<file path="src/rtl/aes_stim_sequencer.sv">
// aes_stim_sequencer: replays stored (plaintext, key, expected ciphertext)
// triples into an AES core one after another, checks every returned
// ciphertext against its expected value and keeps per-run pass/fail results.
module aes_stim_sequencer #(
  parameter int DATA_W  = 128,
  parameter int NUM_VEC = 4,
  parameter int TIMEOUT = 1024,
  parameter int GAP_W   = 8,
  localparam int AW = (NUM_VEC > 1) ? $clog2(NUM_VEC) : 1,
  localparam int CW = $clog2(NUM_VEC + 1)
) (
  input  logic              AES_clk,
  input  logic              AES_rst_n,
  // vector memory load port
  input  logic              wr_en,
  input  logic [AW-1:0]     wr_addr,
  input  logic [DATA_W-1:0] wr_data,
  input  logic [DATA_W-1:0] wr_key,
  input  logic [DATA_W-1:0] wr_expect,
  // run control
  input  logic [CW-1:0]     num_run,
  input  logic [GAP_W-1:0]  gap_cycles,
  input  logic              start,
  // towards the AES core
  output logic              AES_en,
  output logic [DATA_W-1:0] AES_data_in,
  output logic [DATA_W-1:0] AES_key_in,
  // from the AES core
  input  logic [DATA_W-1:0] AES_data_out,
  input  logic              AES_data_out_valid,
  // status and results
  output logic              busy,
  output logic              done,
  output logic [CW-1:0]     pass_cnt,
  output logic [CW-1:0]     fail_cnt,
  output logic [AW-1:0]     first_fail_idx,
  output logic              fail_seen,
  output logic              timeout_seen
);

  localparam int TW = $clog2(TIMEOUT);

  typedef enum logic [1:0] {
    S_IDLE,
    S_DRIVE,
    S_GAP,
    S_DONE
  } state_e;

  state_e            state_q, state_d;
  logic [AW-1:0]     idx_q, idx_d;
  logic [CW-1:0]     run_q, run_d;
  logic [GAP_W-1:0]  gap_q, gap_d;
  logic [GAP_W-1:0]  gap_cnt_q, gap_cnt_d;
  logic [TW-1:0]     wait_q, wait_d;
  logic [DATA_W-1:0] data_q, data_d;
  logic [DATA_W-1:0] key_q, key_d;
  logic [CW-1:0]     pass_cnt_q, pass_cnt_d;
  logic [CW-1:0]     fail_cnt_q, fail_cnt_d;
  logic [AW-1:0]     ffi_q, ffi_d;
  logic              fail_seen_q, fail_seen_d;
  logic              timeout_seen_q, timeout_seen_d;

  logic [DATA_W-1:0] vec_data_q [NUM_VEC];
  logic [DATA_W-1:0] vec_key_q  [NUM_VEC];
  logic [DATA_W-1:0] vec_exp_q  [NUM_VEC];

  logic              wr_ok;
  logic [AW-1:0]     idx_nxt;
  logic              last_vec;
  logic              vec_match;
  logic              fail_hit;
  logic [CW-1:0]     run_clamped;

  // Slot indices past the memory depth only exist when NUM_VEC is not a power of two.
  if ((2 ** AW) > NUM_VEC) begin : g_addr_chk
    assign wr_ok = (32'(wr_addr) < NUM_VEC);
  end else begin : g_addr_all
    assign wr_ok = 1'b1;
  end

  // A zero or oversized run request means "run every slot".
  assign run_clamped = (num_run == '0 || 32'(num_run) > NUM_VEC) ? CW'(NUM_VEC) : num_run;

  // Vector store: host writes land only while no run is in progress.
  // NOTE: the vector memory is deliberately not reset; it is plain storage the
  // host fills before a run, and leaving it unreset lets it map onto RAM.
  always_ff @(posedge AES_clk) begin
    if (wr_en && !busy && wr_ok) begin
      vec_data_q[wr_addr] <= wr_data;
      vec_key_q[wr_addr]  <= wr_key;
      vec_exp_q[wr_addr]  <= wr_expect;
    end
  end

  // Sequencer next-state logic: run setup, drive/compare, gap counting, wrap-up.
  always_comb begin
    // NOTE: every _d signal takes its hold value first, so no path through the
    // case statement can leave one unassigned and infer a latch.
    state_d        = state_q;
    idx_d          = idx_q;
    run_d          = run_q;
    gap_d          = gap_q;
    gap_cnt_d      = gap_cnt_q;
    wait_d         = wait_q;
    data_d         = data_q;
    key_d          = key_q;
    pass_cnt_d     = pass_cnt_q;
    fail_cnt_d     = fail_cnt_q;
    ffi_d          = ffi_q;
    fail_seen_d    = fail_seen_q;
    timeout_seen_d = timeout_seen_q;
    fail_hit       = 1'b0;
    idx_nxt        = idx_q + AW'(1);
    last_vec       = ((32'(idx_q) + 32'd1) == 32'(run_q));
    vec_match      = (AES_data_out == vec_exp_q[idx_q]);

    case (state_q)
      S_IDLE: begin
        if (start) begin
          run_d          = run_clamped;
          gap_d          = gap_cycles;
          pass_cnt_d     = '0;
          fail_cnt_d     = '0;
          ffi_d          = '0;
          fail_seen_d    = 1'b0;
          timeout_seen_d = 1'b0;
          idx_d          = '0;
          wait_d         = '0;
          data_d         = vec_data_q[0];
          key_d          = vec_key_q[0];
          state_d        = S_DRIVE;
        end
      end

      S_DRIVE: begin
        wait_d = wait_q + TW'(1);
        // A response arriving on the timeout cycle still gets compared.
        if (AES_data_out_valid) begin
          if (vec_match) begin
            pass_cnt_d = pass_cnt_q + CW'(1);
          end else begin
            fail_hit = 1'b1;
          end
          gap_cnt_d = '0;
          state_d   = S_GAP;
        end else if (wait_q == TW'(TIMEOUT - 1)) begin
          fail_hit       = 1'b1;
          timeout_seen_d = 1'b1;
          gap_cnt_d      = '0;
          state_d        = S_GAP;
        end
      end

      S_GAP: begin
        // The GAP state always lasts gap_q+1 cycles, so gap 0 still gives one AES_en-low cycle.
        if (gap_cnt_q == gap_q) begin
          if (last_vec) begin
            state_d = S_DONE;
          end else begin
            idx_d   = idx_nxt;
            data_d  = vec_data_q[idx_nxt];
            key_d   = vec_key_q[idx_nxt];
            wait_d  = '0;
            state_d = S_DRIVE;
          end
        end else begin
          gap_cnt_d = gap_cnt_q + GAP_W'(1);
        end
      end

      S_DONE: begin
        state_d = S_IDLE;
      end

      default: begin
        state_d = S_IDLE;
      end
    endcase

    if (fail_hit) begin
      fail_cnt_d = fail_cnt_q + CW'(1);
      if (!fail_seen_q) begin
        fail_seen_d = 1'b1;
        ffi_d       = idx_q;
      end
    end
  end

  // Sequencer state and result registers; reset abandons any run in progress.
  // NOTE: clocked state uses non-blocking assignments so every register samples
  // the pre-edge values, independent of statement order.
  always_ff @(posedge AES_clk or negedge AES_rst_n) begin
    if (!AES_rst_n) begin
      state_q        <= S_IDLE;
      idx_q          <= '0;
      run_q          <= '0;
      gap_q          <= '0;
      gap_cnt_q      <= '0;
      wait_q         <= '0;
      data_q         <= '0;
      key_q          <= '0;
      pass_cnt_q     <= '0;
      fail_cnt_q     <= '0;
      ffi_q          <= '0;
      fail_seen_q    <= 1'b0;
      timeout_seen_q <= 1'b0;
    end else begin
      state_q        <= state_d;
      idx_q          <= idx_d;
      run_q          <= run_d;
      gap_q          <= gap_d;
      gap_cnt_q      <= gap_cnt_d;
      wait_q         <= wait_d;
      data_q         <= data_d;
      key_q          <= key_d;
      pass_cnt_q     <= pass_cnt_d;
      fail_cnt_q     <= fail_cnt_d;
      ffi_q          <= ffi_d;
      fail_seen_q    <= fail_seen_d;
      timeout_seen_q <= timeout_seen_d;
    end
  end

  assign AES_en         = (state_q == S_DRIVE);
  assign busy           = (state_q != S_IDLE);
  assign done           = (state_q == S_DONE);
  assign AES_data_in    = data_q;
  assign AES_key_in     = key_q;
  assign pass_cnt       = pass_cnt_q;
  assign fail_cnt       = fail_cnt_q;
  assign first_fail_idx = ffi_q;
  assign fail_seen      = fail_seen_q;
  assign timeout_seen   = timeout_seen_q;

endmodule

</file>
<file path="config.mk">
export PLATFORM = sky130hd
export DESIGN_NAME = aes_stim_sequencer
export DESIGN_NICKNAME = d
export VERILOG_FILES = /design/src/rtl/aes_stim_sequencer.sv
export SDC_FILE = /design/constraint.sdc
export NUM_CORES = 2
export LEC_CHECK = 0
export ABC_AREA = 1
export CELL_PAD_IN_SITES_DETAIL_PLACEMENT = 0
export CELL_PAD_IN_SITES_GLOBAL_PLACEMENT = 1
export CORE_ASPECT_RATIO = 1.25
export CORE_MARGIN = 2
export CORE_UTILIZATION = 42
export DETAILED_ROUTE_END_ITERATION = 7
export GPL_ROUTABILITY_DRIVEN = 0
export PLACE_DENSITY_LB_ADDON = 0.1
export SLEW_MARGIN = 30
export SYNTH_ARGS = -nofsm -noshare
export SYNTH_HDL_FRONTEND = slang
export SYNTH_SLANG_ARGS = --single-unit
export TNS_END_PERCENT = 50
</file>
<file path="constraint.sdc">
create_clock -name AES_clk -period 38.7 [get_ports AES_clk]
set_clock_uncertainty 0.2 [all_clocks]
set_input_delay 5.805 -clock AES_clk [delete_from_list [all_inputs] [get_ports AES_clk]]
set_output_delay 5.805 -clock AES_clk [all_outputs]
set_load 0.005 [all_outputs]
</file>
## After elaboration in Yosys (flattened, before gate mapping)

Memory sizes are Yosys's and may differ from the RTL's.
Cells that the tools add are included.

| word-level totals | value |
|---|---|
| register bits after elaboration | 299 |
| memory bits (writable) | 1536 |
| input port bits | 530 |
| output and inout port bits | 269 |
| word-level logic and storage cells | 110 |
| memories kept | 3 |

Memories:

| memory | words | width | rd ports | clocked after Yosys merged registers in | wr ports | RTL line | RTL |
|---|---|---|---|---|---|---|---|
| vec_data_q | 4 | 128 | 2 | 0 | 1 | 64 | `logic [DATA_W-1:0] vec_data_q [NUM_VEC];` |
| vec_exp_q | 4 | 128 | 1 | 0 | 1 | 66 | `logic [DATA_W-1:0] vec_exp_q [NUM_VEC];` |
| vec_key_q | 4 | 128 | 2 | 0 | 1 | 65 | `logic [DATA_W-1:0] vec_key_q [NUM_VEC];` |

| operators by class | value |
|---|---|
| add/sub/neg operators | 6 |
| order comparisons | 1 |
| equality and inequality tests | 16 |
| muxes and demuxes | 51 |
| reduce and logical (&&, ||, !) cells | 20 |

Operators by type and width:

| cell | number |
|---|---|
| $mux 128 | 6 |
| $pmux 128 s2 | 2 |
| $eq 128x128->1 | 1 |
| $mux 10 | 3 |
| $pmux 10 s3 | 1 |
| $mux 2 | 12 |
| $mux 8 | 3 |
| $mux 3 | 6 |
| $pmux 8 s2 | 1 |
| $reduce_and 4->1 | 4 |
| $mux 1 | 13 |
| $reduce_bool 2->1 | 6 |
| $add 10x1->10 const B | 1 |
| $eq 10x10->1 const B | 1 |
| $ne 2x2->1 const B | 5 |
| $add 8x1->8 const B | 1 |
| $eq 8x8->1 | 1 |
| $pmux 2 s4 | 1 |
| $add 3x1->3 const B | 2 |
| $ne 2x1->1 const B | 3 |
| $pmux 3 s2 | 1 |
| $reduce_and 3->1 | 2 |
| $eq 2x2->1 const B | 2 |
| $pmux 2 s2 | 1 |
| 14 further kinds | 15 |

## Depth between registers and ports, before layout

An unclocked memory read counts as a cell.

| logic depth | value |
|---|---|
| word-level depth | 7 |
| depth in mapped cells | 20 |
| gate-level depth less buffers | 18 |

## Least setup slack after synthesis

Ideal clock, no wire load.

| timing path | value |
|---|---|
| path kind | in2reg |
| from | in wr_addr[1] |
| to | mem vec_data_q[0][0] (enable) |
| setup time | 1.607 ns |
| data arrival time | 32.117 ns |
| required time | 36.893 ns |
| slack | 4.777 ns |
| cell stages on the path | 1 |
| path buffers | 0 |
| cell sequence | nor3_1 |

RTL lines:

| item | RTL line | RTL |
|---|---|---|
| from (decl) | 16 | `input logic [AW-1:0] wr_addr,` |
| to (decl) | 64 |  |

Straight into the memory's write port.

## Final worst setup path

| timing path | value |
|---|---|
| from | in wr_addr[1] |
| to | mem vec_data_q[2][99] (enable) |

Straight into the memory's write port.

==> impl_metrics.tcl <==
set metrics [dict create \
    syn_avg_cell_area_um2 11.8 \
    fin_util 0.517 \
    worstReg2RegStart "state_q[0]" \
    crit_fanout 52 \
    core_area_um2 172000 \
    antenna_found_initial 124 \
    dr_total_vias 48600 \
    peakVddDrop_mv 0.0522 \
    cts_resized 0 \
    htreeDepth 4 \
    status "finished clean" \
    clk_path_buf_depth 3 \
    hold_viol 0 \
    grt_pass1_wl_um 317000 \
    worstPathRequired_ps 38930 \
    io_buffers 798 \
    track_usage 0.245 \
    drv_cap 0 \
    yosys-top-cells-count "1,536 x edfxtp_1, 1,469 x nand2_1, 698 x o21ai_0" \
    area_growth_pct 22.3 \
    cts_inserted_buffers 185 \
    yosys.area.top_type "edfxtp_1" \
    dpl_worst_slack_ps 27380 \
    fp-row-count 170 \
    dr.pass1.iters 7 \
    hp-class "flip-flop to flip-flop" \
    worstSkewPairLatency_ps 810 \
    async_reset_ff_frac 0.163 \
    worst_setup_hold_path_clk_slew_ps 60 \
    total_leakage_power_nw 33.6 \
    yosysSeqAreaShare 0.738 \
    syn_area_um2 72600 \
    drt_iter0_markers 3675 \
    drive_gt1_frac 0.0512 \
    slowest_stage "buf_4" \
    ys_ff_latch 1835 \
    setup_viol 0 \
    yosysUniqueCellTypes 34 \
    synth.area.top_cells "edfxtp_1 64%, dfrtp_1 10%, nand2_1 7.6%, o21ai_0 4.8%, nand3_1 4.4%" \
    cp-end-kind "flip-flop" \
    post-dp-hpwl_um 129000 \
    crit_path_start_kind "primary input" \
    ant_nets 0 \
    critPathMaxStageDelay_ps 790 \
    slew_violations 0 \
    clock.fmax_mhz 96.8 \
    arrival_ps 10560 \
    startpoint "wr_addr[1]" \
    crit_type "primary input to flip-flop" \
    synth_warnings 0 \
    holdWs_ps 285 \
    stdcell_area_um2 88800 \
    die_h_um 469 \
    clockRootBuffer "clkbuf_16" \
    start_util 0.423 \
    post-route-period-util 0.267 \
    cts_setup_buffers 0 \
    slew_headroom 0.298 \
    cts_tree "done" \
    cts.sinks 1835 \
    cts_hold_buffers 0 \
    dieWidth_um 376 \
    wl_per_cell_um 23.5 \
    grt_max_degree 162 \
    synthFlopType "edfxtp_1" \
    die_area_um2 176000 \
    worstHoldStart "timeout_seen" \
    powerDensity_nw_per_um2 70.6 \
    synth-edff-count 1536 \
    synthCells 6162 \
    place_area_um2 82600 \
    path_cells "clkdlybuf4s50_1 > inv_1 > nor3_2 > buf_4 > buf_4 > buf_4 > buf_4 > buf_4" \
    cpMostUsedCell "buf_4" \
    worst_pin_slew_ps 1050 \
    grt-ovfl-total 0 \
    post_drt_via_cell_ratio 5.22 \
    first_global_vias 46900 \
    finalNetCount 7413 \
    routed_wl_um 219000 \
    synth.most_common_cell "edfxtp_1" \
    worst_slack_ps 28370 \
    syn_nets 6698 \
    rsz0062_at_grt "false" \
    period_minus_slack_ps 10330 \
    yosys.area.top_type_share 0.635 \
    io_pins 799 \
    setup_tns_ps 0 \
    remaining_drc_errors 0 \
]
[layout by cell type, fill, tap and decap left out, types with 3 or more instances in the layout]
master / n
a21oi_1: 264
buf_12: 9
buf_4: 58
buf_6: 5
bufinv_16: 14
clkbuf_1: 56
clkbuf_16: 188
clkbuf_8: 21
clkdlybuf4s50_1: 797
clkinv_1: 27
clkinv_2: 24
clkinvlp_4: 4
dfrtp_1: 296
dfrtp_4: 3
diode_2: 40
edfxtp_1: 1536
ha_1: 5
inv_1: 382
inv_6: 4
nand2_1: 1469
nand3_1: 642
nand3b_1: 41
nand4_1: 17
nor2_1: 322
nor3_1: 10
nor3_2: 4
nor3b_1: 6
o21ai_0: 698
o21ai_1: 85
or2_2: 5
xnor2_1: 4
xor2_1: 7
[sequential cells by signal, indices dropped and copies added (netlist names), 8 cells and up]
name	count
AES_data_in	128
AES_key_in	128
gap_cnt_q	8
gap_q	8
vec_data_q	512
vec_exp_q	512
vec_key_q	512
wait_q	10
[kinds of logic (layout without fill, tap and decap cells)]
kind of cell,count (synthesis),in the layout,synth area share
fa+ha+maj,6,6,0.00103
compound gates,1056,1056,0.0730
xor+xnor,11,11,0.00133
simple gates,2523,2523,0.145
mux,1,1,0.000155
other cells,0,40,0
buf+inv,730,1601,0.0409
flops,1835,1835,0.738
[worst max-delay path: cells and delay by family]
kind / cells / cell delay [ps]
buf+inv: 7 / 4260
simple gates: 1 / 180
[power breakdown]
part	total, mW	switching, mW	internal [mW]
logic	1.94	1.29	0.649
clock network	1.77	0.748	1.03
registers	2.56	0.146	2.41
[per-layer routing]
metal | vias to the layer above | global-route usage | routed length [um]
met5 | - | 0 | 953
met4 | 154 | 0.0591 | 4320
met3 | 368 | 0.107 | 24400
met2 | 1518 | 0.374 | 98000
met1 | 23700 | 0.321 | 91200
li1 | 22900 | - | -
[per-stage QoR]
step                      power (mW)  instances
final                           6.27       9309
after global routing            6.63       9279
after CTS                       6.34       9267
after detailed placement        4.56       8924
after global placement          4.55       8924
after floorplan                 3.70       6162
[worst paths after layout]
check	endpoint	slack, ps	cells past startpoint
setup / recovery	vec_data_q[2][99]	28370	8
hold / removal	timeout_seen	290	2
setup reg to reg	vec_data_q[2][99]	32970	8
hold reg to reg	timeout_seen	290	2
max in group asynchronous	AES_key_in[76]	31950	2
min in group asynchronous	AES_key_in[115]	4850	1
[layout make-up]
class / count / area [um^2]
Fill cell: 14800 / 82900
Sequential cell: 1835 / 53600
Multi-Input combinational cell: 3597 / 16100
Timing Repair Buffer: 872 / 8720
Clock buffer: 265 / 5200
Tap cell: 2236 / 2800
Inverter: 386 / 1470
Clock inverter: 78 / 798
Antenna cell: 40 / 100
(Power assumes the default switching activity.)
